`src/rtl/ps2_pkg.sv`:
```
// Shared PS/2 definitions: host transmitter state encoding, debug view and
// the keyboard command/response bytes used by the controller.
package ps2_pkg;

  typedef enum logic [2:0] {
    ST_IDLE  = 3'd0,
    ST_RTS   = 3'd1,
    ST_START = 3'd2,
    ST_DATA  = 3'd3,
    ST_STOP  = 3'd4
  } ps2_state_e;

  typedef struct packed {
    ps2_state_e state;
    logic       clk_filt;
  } ps2_dbg_t;

  localparam logic [7:0] CMD_SET_LEDS = 8'hED;
  localparam logic [7:0] CMD_RESET    = 8'hFF;
  localparam logic [7:0] CMD_ENABLE   = 8'hF4;
  localparam logic [7:0] RSP_ACK      = 8'hFA;
  localparam logic [7:0] RSP_RESEND   = 8'hFE;

  function automatic logic odd_parity(input logic [7:0] b);
    return ~^b;
  endfunction

endpackage

```
`src/rtl/ps2_clk_filter.sv`:
```
// Debounces the sensed PS/2 clock with an 8-sample window and flags its
// falling edges; shared by the host transmitter and receiver.
module ps2_clk_filter (
  input  logic clk,
  input  logic reset,
  input  logic ps2c_in,
  output logic filt,
  output logic neg_edge
);

  logic [7:0] sr_q, sr_d;
  logic       filt_q, filt_d;

  always_comb begin
    sr_d   = {ps2c_in, sr_q[7:1]};
    filt_d = filt_q;
    if (sr_q == 8'hFF)
      filt_d = 1'b1;
    else if (sr_q == 8'h00)
      filt_d = 1'b0;
  end

  always_ff @(posedge clk or posedge reset) begin
    if (reset) begin
      sr_q   <= 8'h00;
      filt_q <= 1'b0;
    end else begin
      sr_q   <= sr_d;
      filt_q <= filt_d;
    end
  end

  // Both terms come from flops, so the edge flag has no path from ps2c_in.
  assign filt     = filt_q;
  assign neg_edge = filt_q & ~filt_d;

endmodule

```
`src/rtl/ps2_tx.sv`:
```
// PS/2 host-to-device byte transmitter: inhibits the clock, issues the start
// bit, shifts d0..d7 and odd parity on device clock falls, then checks ACK.
module ps2_tx
  import ps2_pkg::*;
#(
  parameter int INHIBIT_CYCLES = 6000,
  parameter int TIMEOUT_CYCLES = 1_000_000
) (
  input  logic       clk,
  input  logic       reset,
  input  logic       wr_ps2,
  input  logic [7:0] din,
  input  logic       ps2c_in,
  input  logic       ps2d_in,
  output logic       ps2c_oe,
  output logic       ps2d_oe,
  output logic       tx_idle,
  output logic       tx_done_tick,
  output logic       ack_err,
  output ps2_dbg_t   dbg
);

  localparam int CW = (INHIBIT_CYCLES > 1) ? $clog2(INHIBIT_CYCLES) : 1;
  localparam int WW = $clog2(TIMEOUT_CYCLES + 1);

  // Handshake: a request is accepted only in the cycle wr_ps2=1 while
  // tx_idle=1; tx_done_tick pulses once per accepted request, never otherwise.
  ps2_state_e  state_q, state_d;
  logic [CW-1:0] cnt_q, cnt_d;
  logic [WW-1:0] wd_q, wd_d;
  logic [8:0]  shift_q, shift_d;
  logic [3:0]  n_q, n_d;
  logic        ack_err_q, ack_err_d;
  logic        done_q, done_d;
  logic        c_oe_q, c_oe_d;
  logic        d_oe_q, d_oe_d;
  logic        idle_q, idle_d;
  logic        clk_filt;
  logic        neg_edge;

  ps2_clk_filter u_filt (
    .clk      (clk),
    .reset    (reset),
    .ps2c_in  (ps2c_in),
    .filt     (clk_filt),
    .neg_edge (neg_edge)
  );

  always_comb begin
    state_d   = state_q;
    cnt_d     = cnt_q;
    wd_d      = wd_q;
    shift_d   = shift_q;
    n_d       = n_q;
    ack_err_d = ack_err_q;
    done_d    = 1'b0;

    case (state_q)
      ST_IDLE: begin
        if (wr_ps2) begin
          shift_d   = {odd_parity(din), din};
          cnt_d     = CW'(INHIBIT_CYCLES - 1);
          ack_err_d = 1'b0;
          state_d   = ST_RTS;
        end
      end
      ST_RTS: begin
        if (cnt_q == '0) begin
          state_d = ST_START;
          wd_d    = '0;
        end else begin
          cnt_d = cnt_q - 1'b1;
        end
      end
      ST_START: begin
        if (neg_edge) begin
          state_d = ST_DATA;
          n_d     = 4'd8;
        end
      end
      ST_DATA: begin
        if (neg_edge) begin
          if (n_q == 4'd0) begin
            state_d = ST_STOP;
          end else begin
            shift_d = shift_q >> 1;
            n_d     = n_q - 1'b1;
          end
        end
      end
      ST_STOP: begin
        if (neg_edge) begin
          ack_err_d = ps2d_in;
          done_d    = 1'b1;
          state_d   = ST_IDLE;
        end
      end
      default: state_d = ST_IDLE;
    endcase

    // Watchdog restarts on every device clock fall; a silent device aborts.
    if (state_q == ST_START || state_q == ST_DATA || state_q == ST_STOP) begin
      if (neg_edge) begin
        wd_d = '0;
      end else if (wd_q == WW'(TIMEOUT_CYCLES - 1)) begin
        state_d   = ST_IDLE;
        ack_err_d = 1'b1;
        done_d    = 1'b1;
      end else begin
        wd_d = wd_q + 1'b1;
      end
    end

    c_oe_d = (state_d == ST_RTS);
    d_oe_d = (state_d == ST_START) || (state_d == ST_DATA && !shift_d[0]);
    idle_d = (state_d == ST_IDLE);
  end

  always_ff @(posedge clk or posedge reset) begin
    if (reset) begin
      state_q   <= ST_IDLE;
      cnt_q     <= '0;
      wd_q      <= '0;
      shift_q   <= '0;
      n_q       <= '0;
      ack_err_q <= 1'b0;
      done_q    <= 1'b0;
      c_oe_q    <= 1'b0;
      d_oe_q    <= 1'b0;
      idle_q    <= 1'b1;
    end else begin
      state_q   <= state_d;
      cnt_q     <= cnt_d;
      wd_q      <= wd_d;
      shift_q   <= shift_d;
      n_q       <= n_d;
      ack_err_q <= ack_err_d;
      done_q    <= done_d;
      c_oe_q    <= c_oe_d;
      d_oe_q    <= d_oe_d;
      idle_q    <= idle_d;
    end
  end

  assign ps2c_oe      = c_oe_q;
  assign ps2d_oe      = d_oe_q;
  assign tx_idle      = idle_q;
  assign tx_done_tick = done_q;
  assign ack_err      = ack_err_q;
  assign dbg          = '{state: state_q, clk_filt: clk_filt};

endmodule
```
`config.mk`:
```
export PLATFORM = sky130hd
export DESIGN_NAME = ps2_tx
export DESIGN_NICKNAME = d
export VERILOG_FILES = /design/src/rtl/ps2_pkg.sv /design/src/rtl/ps2_clk_filter.sv /design/src/rtl/ps2_tx.sv
export SDC_FILE = /design/constraint.sdc
export NUM_CORES = 1
export LEC_CHECK = 0
export BUFFER_PORTS_ARGS = -buffer_cell sky130_fd_sc_hd__buf_2
export CORE_ASPECT_RATIO = 0.75
export CORE_UTILIZATION = 54
export DETAILED_ROUTE_END_ITERATION = 10
export GPL_ROUTABILITY_DRIVEN = 0
export GPL_TIMING_DRIVEN = 0
export PLACE_DENSITY = 0.74
export SLEW_MARGIN = 0
export SYNTH_ARGS = -nofsm -noshare
export SYNTH_HDL_FRONTEND = slang
export SYNTH_SLANG_ARGS = --single-unit
```
`constraint.sdc`:
```
create_clock -name clk -period 4.9 [get_ports clk]
set_input_delay 0.98 -clock clk [delete_from_list [all_inputs] [get_ports clk]]
set_output_delay 0.98 -clock clk [all_outputs]
set_load 0.005 [all_outputs]
```
== Word-level counts from Yosys, hierarchy flattened ==
Cells that the tools add are included.
Widths: inputs -> output; s select.
Word-level totals
  output and inout bits: 9
  word-level logic and storage cells: 88
  bits in registers: 63
  bits of input ports: 13
Cells by class
  $add $sub $neg: 3
  mux-type cells: 39
  equal/unequal tests: 14
  bitwise logic cells: 2
  reduce and logical (&&, ||, !) cells: 17
Operator list (number)
  $mux 20: 5
  $mux 3: 9
  $mux 9: 3
  $mux 13: 2
  $pmux 13 s2: 1
  $add 20x1->20 const B: 1
  $eq 20x20->1 const B: 1
  $pmux 9 s2: 1
  $pmux 3 s5: 1
  $logic_not 13->1: 1
  $sub 13x1->13 const B: 1
  $eq 3x2->1 const B: 4
  $mux 1: 12
  $mux 4: 3
  $ne 2x2->1 const B: 5
  $eq 8x8->1 const B: 1
  $logic_not 8->1: 1
  $pmux 4 s2: 1
  $reduce_and 4->1: 2
  $reduce_xnor 8->1: 1
  $eq 3x1->1 const B: 2
  $logic_not 3->1: 2
  $reduce_bool 2->1: 3
  $logic_not 4->1: 1
  other kinds (9): 11

== Logic depth before layout (Yosys ltp) ==
  depth after elaboration: 13
  mapped depth: 9
  depth with buffers taken out: 9

== Hierarchy ==
A second synthesis with hierarchy kept.
Second synthesis, totals
  cells, all modules: 335
  area, all modules: 3223.1 um^2
By module, submodules not included
  ps2_tx: cells each 318, seq. area each 1352.5 um^2, area an instance 2937.8 um^2, instances 1
  ps2_clk_filter: cells each 17, seq. area each 225.2 um^2, area an instance 285.3 um^2, instances 1

== Least setup slack after synthesis ==
No wires, ideal clock.
  path kind: input to register
  from: input port wr_ps2
  to: register cnt_q[9]
  setup slack: 2.938 ns
  library setup time: 0.134 ns
  arrival time: 1.828 ns
  cell stages on the path: 7
  cell sequence: and3_1 buf_2 a21oi_2 inv_2 nand4b_1 xor2_1 nand2_1
On the way
  cells in the longest elaborated chain, start to end: 2
RTL lines
  from (decl): line ps2_tx.sv:11  | input logic wr_ps2,
  $ne 2x2->1 (no source line)
  $reduce_and 3->1 (no source line)
  to (signal assigned): line ps2_tx.sv:133  | cnt_q <= cnt_d;
  to (decl): line ps2_tx.sv:29  | logic [CW-1:0] cnt_q, cnt_d;
Every way passes these cells.
A chain may end at the register's enable or synchronous reset.

== Worst setup path in the final report ==
  from: register cnt_q[0]
  to: register cnt_q[9]
On the way
  cells in the longest elaborated chain, start to end: 3
  elaborated cells between the ends (all ways): 6
  classes of those cells: add/sub: 1; eq/ne: 1; mux: 2; reduce/logical: 2
RTL lines (line)
  $sub 13x1->13 / $logic_not 13->1 (equally long branches): ps2_tx.sv:72, ps2_tx.sv:68
  $mux 13 / $ne 2x2->1 (equally long branches)
  $pmux 13 s2 / $reduce_and 3->1 (equally long branches)
Parallel ways exist; a longest one is shown, timed or not. The select of a mux whose other input is x is not followed.

==> impl_metrics.json <==
{
  "cts_resized": 0,
  "vias": 2658,
  "required_ns": 5.12,
  "syn-instance-count": 334,
  "min_path_type": "reg2reg",
  "postCtsSetupRepairBufs": 0,
  "ys_seq_area_share_pct": 48.9,
  "drv_cap": 0,
  "grt_pass1_vias": 2434,
  "start_util_pct": 58.1,
  "slew-limit-headroom_pct": 55.4,
  "io_buffers": 21,
  "grt_max_degree": 40,
  "start_kind": "register",
  "final_cell_mix": "dfrtp_1, nand2_1, buf_2, nor2_1, nand3_1",
  "post-dp-hpwl_um": 5050,
  "placed_area_um2": 3450,
  "io_pins": 22,
  "grt_overflow": 0,
  "die_width_um": 91.3,
  "drtIter0Drc": 223,
  "path_cells": "inv_1 > ha_1 > nor3b_1 > nand4b_1 > a21oi_2 > inv_2 > nand4b_1 > xor2_1 > nand2_1",
  "arrival_ns": 2.70,
  "synth_cell_type_count": 64,
  "status": "complete, no violations",
  "cp_common_cell": "nand4b_1",
  "die_h_um": 69.0,
  "core.rowCount": 23,
  "cts.sinks": 63,
  "rsz0062_at_grt": "no",
  "syn_avg_cell_area_um2": 9.67,
  "synthFlopType": "dfrtp_1",
  "tns_ns": 0,
  "htree_levels": 3,
  "grt_use_total_pct": 26.0,
  "antenna_found_initial": 0,
  "final_area_um2": 3660,
  "clock_latency_ns": 0.34,
  "clock_skew_ns": 0.00800,
  "ys_warn_count": 0,
  "setup_viol": 0,
  "via_per_inst": 5.95,
  "fill_cells": 464,
  "peakVddDrop_mv": 0.158,
  "critPathCaptureType": "register",
  "core_area_um2": 5550,
  "finalCritPeriodShare_pct": 50.7,
  "async_flop_share_pct": 100,
  "fin_nets": 384,
  "clk_pin_slew_worst_paths_ns": 0.07,
  "cp_num_buf_inv": 2,
  "firstDrtPassIters": 5,
  "p_per_area_nw_per_um2": 288,
  "antenna_left": 0,
  "slowest_delay_ns": 0.55,
  "crit_family": "simple AND/OR/NAND/NOR gates",
  "syn_area_um2": 3230,
  "cts_made_buffers": 9,
  "layout-drive-gt1-share_pct": 17.2,
  "final_common_cell": "dfrtp_1",
  "tightest_slew_ns": 0.663,
  "tritoncts": "done",
  "hold_violations": 0,
  "grt_pass1_wl_um": 12300,
  "fmax_ghz": 0.403,
  "syn-num-nets": 351,
  "cts_root_buffer": "clkbuf_8",
  "clock_path_buffers": 2,
  "worstSetupPathType": "reg2reg",
  "period_needed_ns": 2.48,
  "area.growth.synth_to_final_pct": 13.4,
  "n_antenna_cell": 0,
  "ys_seq_elements": 63,
  "die_area_um2": 6300,
  "critPathMaxFanout": 8,
  "slew_violations": 0,
  "cpMaxStageDelayCell": "nor3b_1",
  "wl_um": 7110,
  "remaining_drc_errors": 0,
  "postCtsHoldBufs": 0,
  "synth-edff-count": 0,
  "wl_per_cell_um": 15.9,
  "leakage_nw": 1.58
}
[cells in the mapped netlist, drive strengths merged, types with 2 or more instances]
library cell  count  area [µm²]
nand2b            3        18.8
nand4             7        43.8
o21ai            13        68.8
o211ai            2        15.0
o22ai             3        18.8
xnor2            12         105
nor2             25        96.4
dfrtp            62        1550
a221oi            2        23.8
o31ai             7        52.6
nor3b             2        15.0
nand4b            3        26.3
nor4              9        83.8
buf               7        50.1
xor2             10        87.6
nor2b             2        12.5
or3               6        42.5
a22oi             8        73.8
a21oi            16        83.8
nand2            57         224
a32oi             3        26.3
clkbuf            3        11.3
nand3            20         110
inv              11        41.3
o32ai             2        17.5
ha                4        50.1
nor3              8        45.0
and3              8        56.3
[metal layers]
metal  routed length (µm)  vias up  global-route usage [%]
li1                     -     1276                       -
met1                 3500     1278                    37.2
met2                 3020       95                    38.0
met3                  498        9                    8.33
met4                   94        0                    7.14
met5                    0        -                       0
[worst paths after layout]
kind                                start              to  slack [ns]  depth (start not counted)
max                              cnt_q[0]        cnt_q[9]        2.42                          9
min                        u_filt.sr_q[1]  u_filt.sr_q[0]        0.43                          0
max reg2reg                      cnt_q[0]        cnt_q[9]        2.42                          9
min reg2reg                u_filt.sr_q[1]  u_filt.sr_q[0]        0.43                          0
max in group asynchronous           reset         tx_idle        3.58                          3
min in group asynchronous           reset  u_filt.sr_q[7]        0.68                          2
[stage by stage]
stage          power (mW)  utilization (%)  setup slack (ns)  hold slack, ns  cells
2_1_floorplan       0.558                -              2.35           0.392    334
3_3_place_gp        0.570             61.7              1.60           0.396    430
3_5_place_dp        0.573             62.1              2.45           0.416    431
4_1_cts              1.06             66.0              2.47           0.431    447
5_1_grt              1.09             66.0              2.16           0.438    447
6_report             1.05             66.0              2.42           0.430    447
[registers in the layout (all words and copies together) (netlist names)]
register      flops
ps2d_oe           1
ps2c_oe           1
shift_q           9
state_q           3
n_q               4
tx_idle           1
cnt_q            13
u_filt.sr_q       8
wd_q             20
u_filt.filt       1
tx_done_tick      1
ack_err           1
[layout make-up]
type	instances	area, µm²	area share (%)
clock inverter	4	70.1	1.91
sequential	63	1580	43.1
multi-input combinational	250	1550	42.3
timing repair buffer	22	125	3.42
buffer	10	61.3	1.67
tap	75	93.8	2.56
inverter	11	41.3	1.13
clock buffer	12	145	3.96
[cells by family after synthesis]
| family | synth area share (%) |
|---|---|
| and+or+nand+nor | 26.3 |
| AOI/OAI and AO/OA | 13.8 |
| DFF | 48.9 |
| xor gates and xnor gates | 5.97 |
| buffers and inverters | 3.18 |
| adders and majority gates | 1.55 |
| muxes | 0.310 |
[where the power goes]
part	total (mW)	internal [mW]	leakage (nW)	switching, mW
Combinational	0.0332	0.0142	0.671	0.0190
Sequential	0.529	0.525	0.796	0.00468
Clock	0.492	0.299	0.110	0.193
Power figures use the tool's default switching activity.
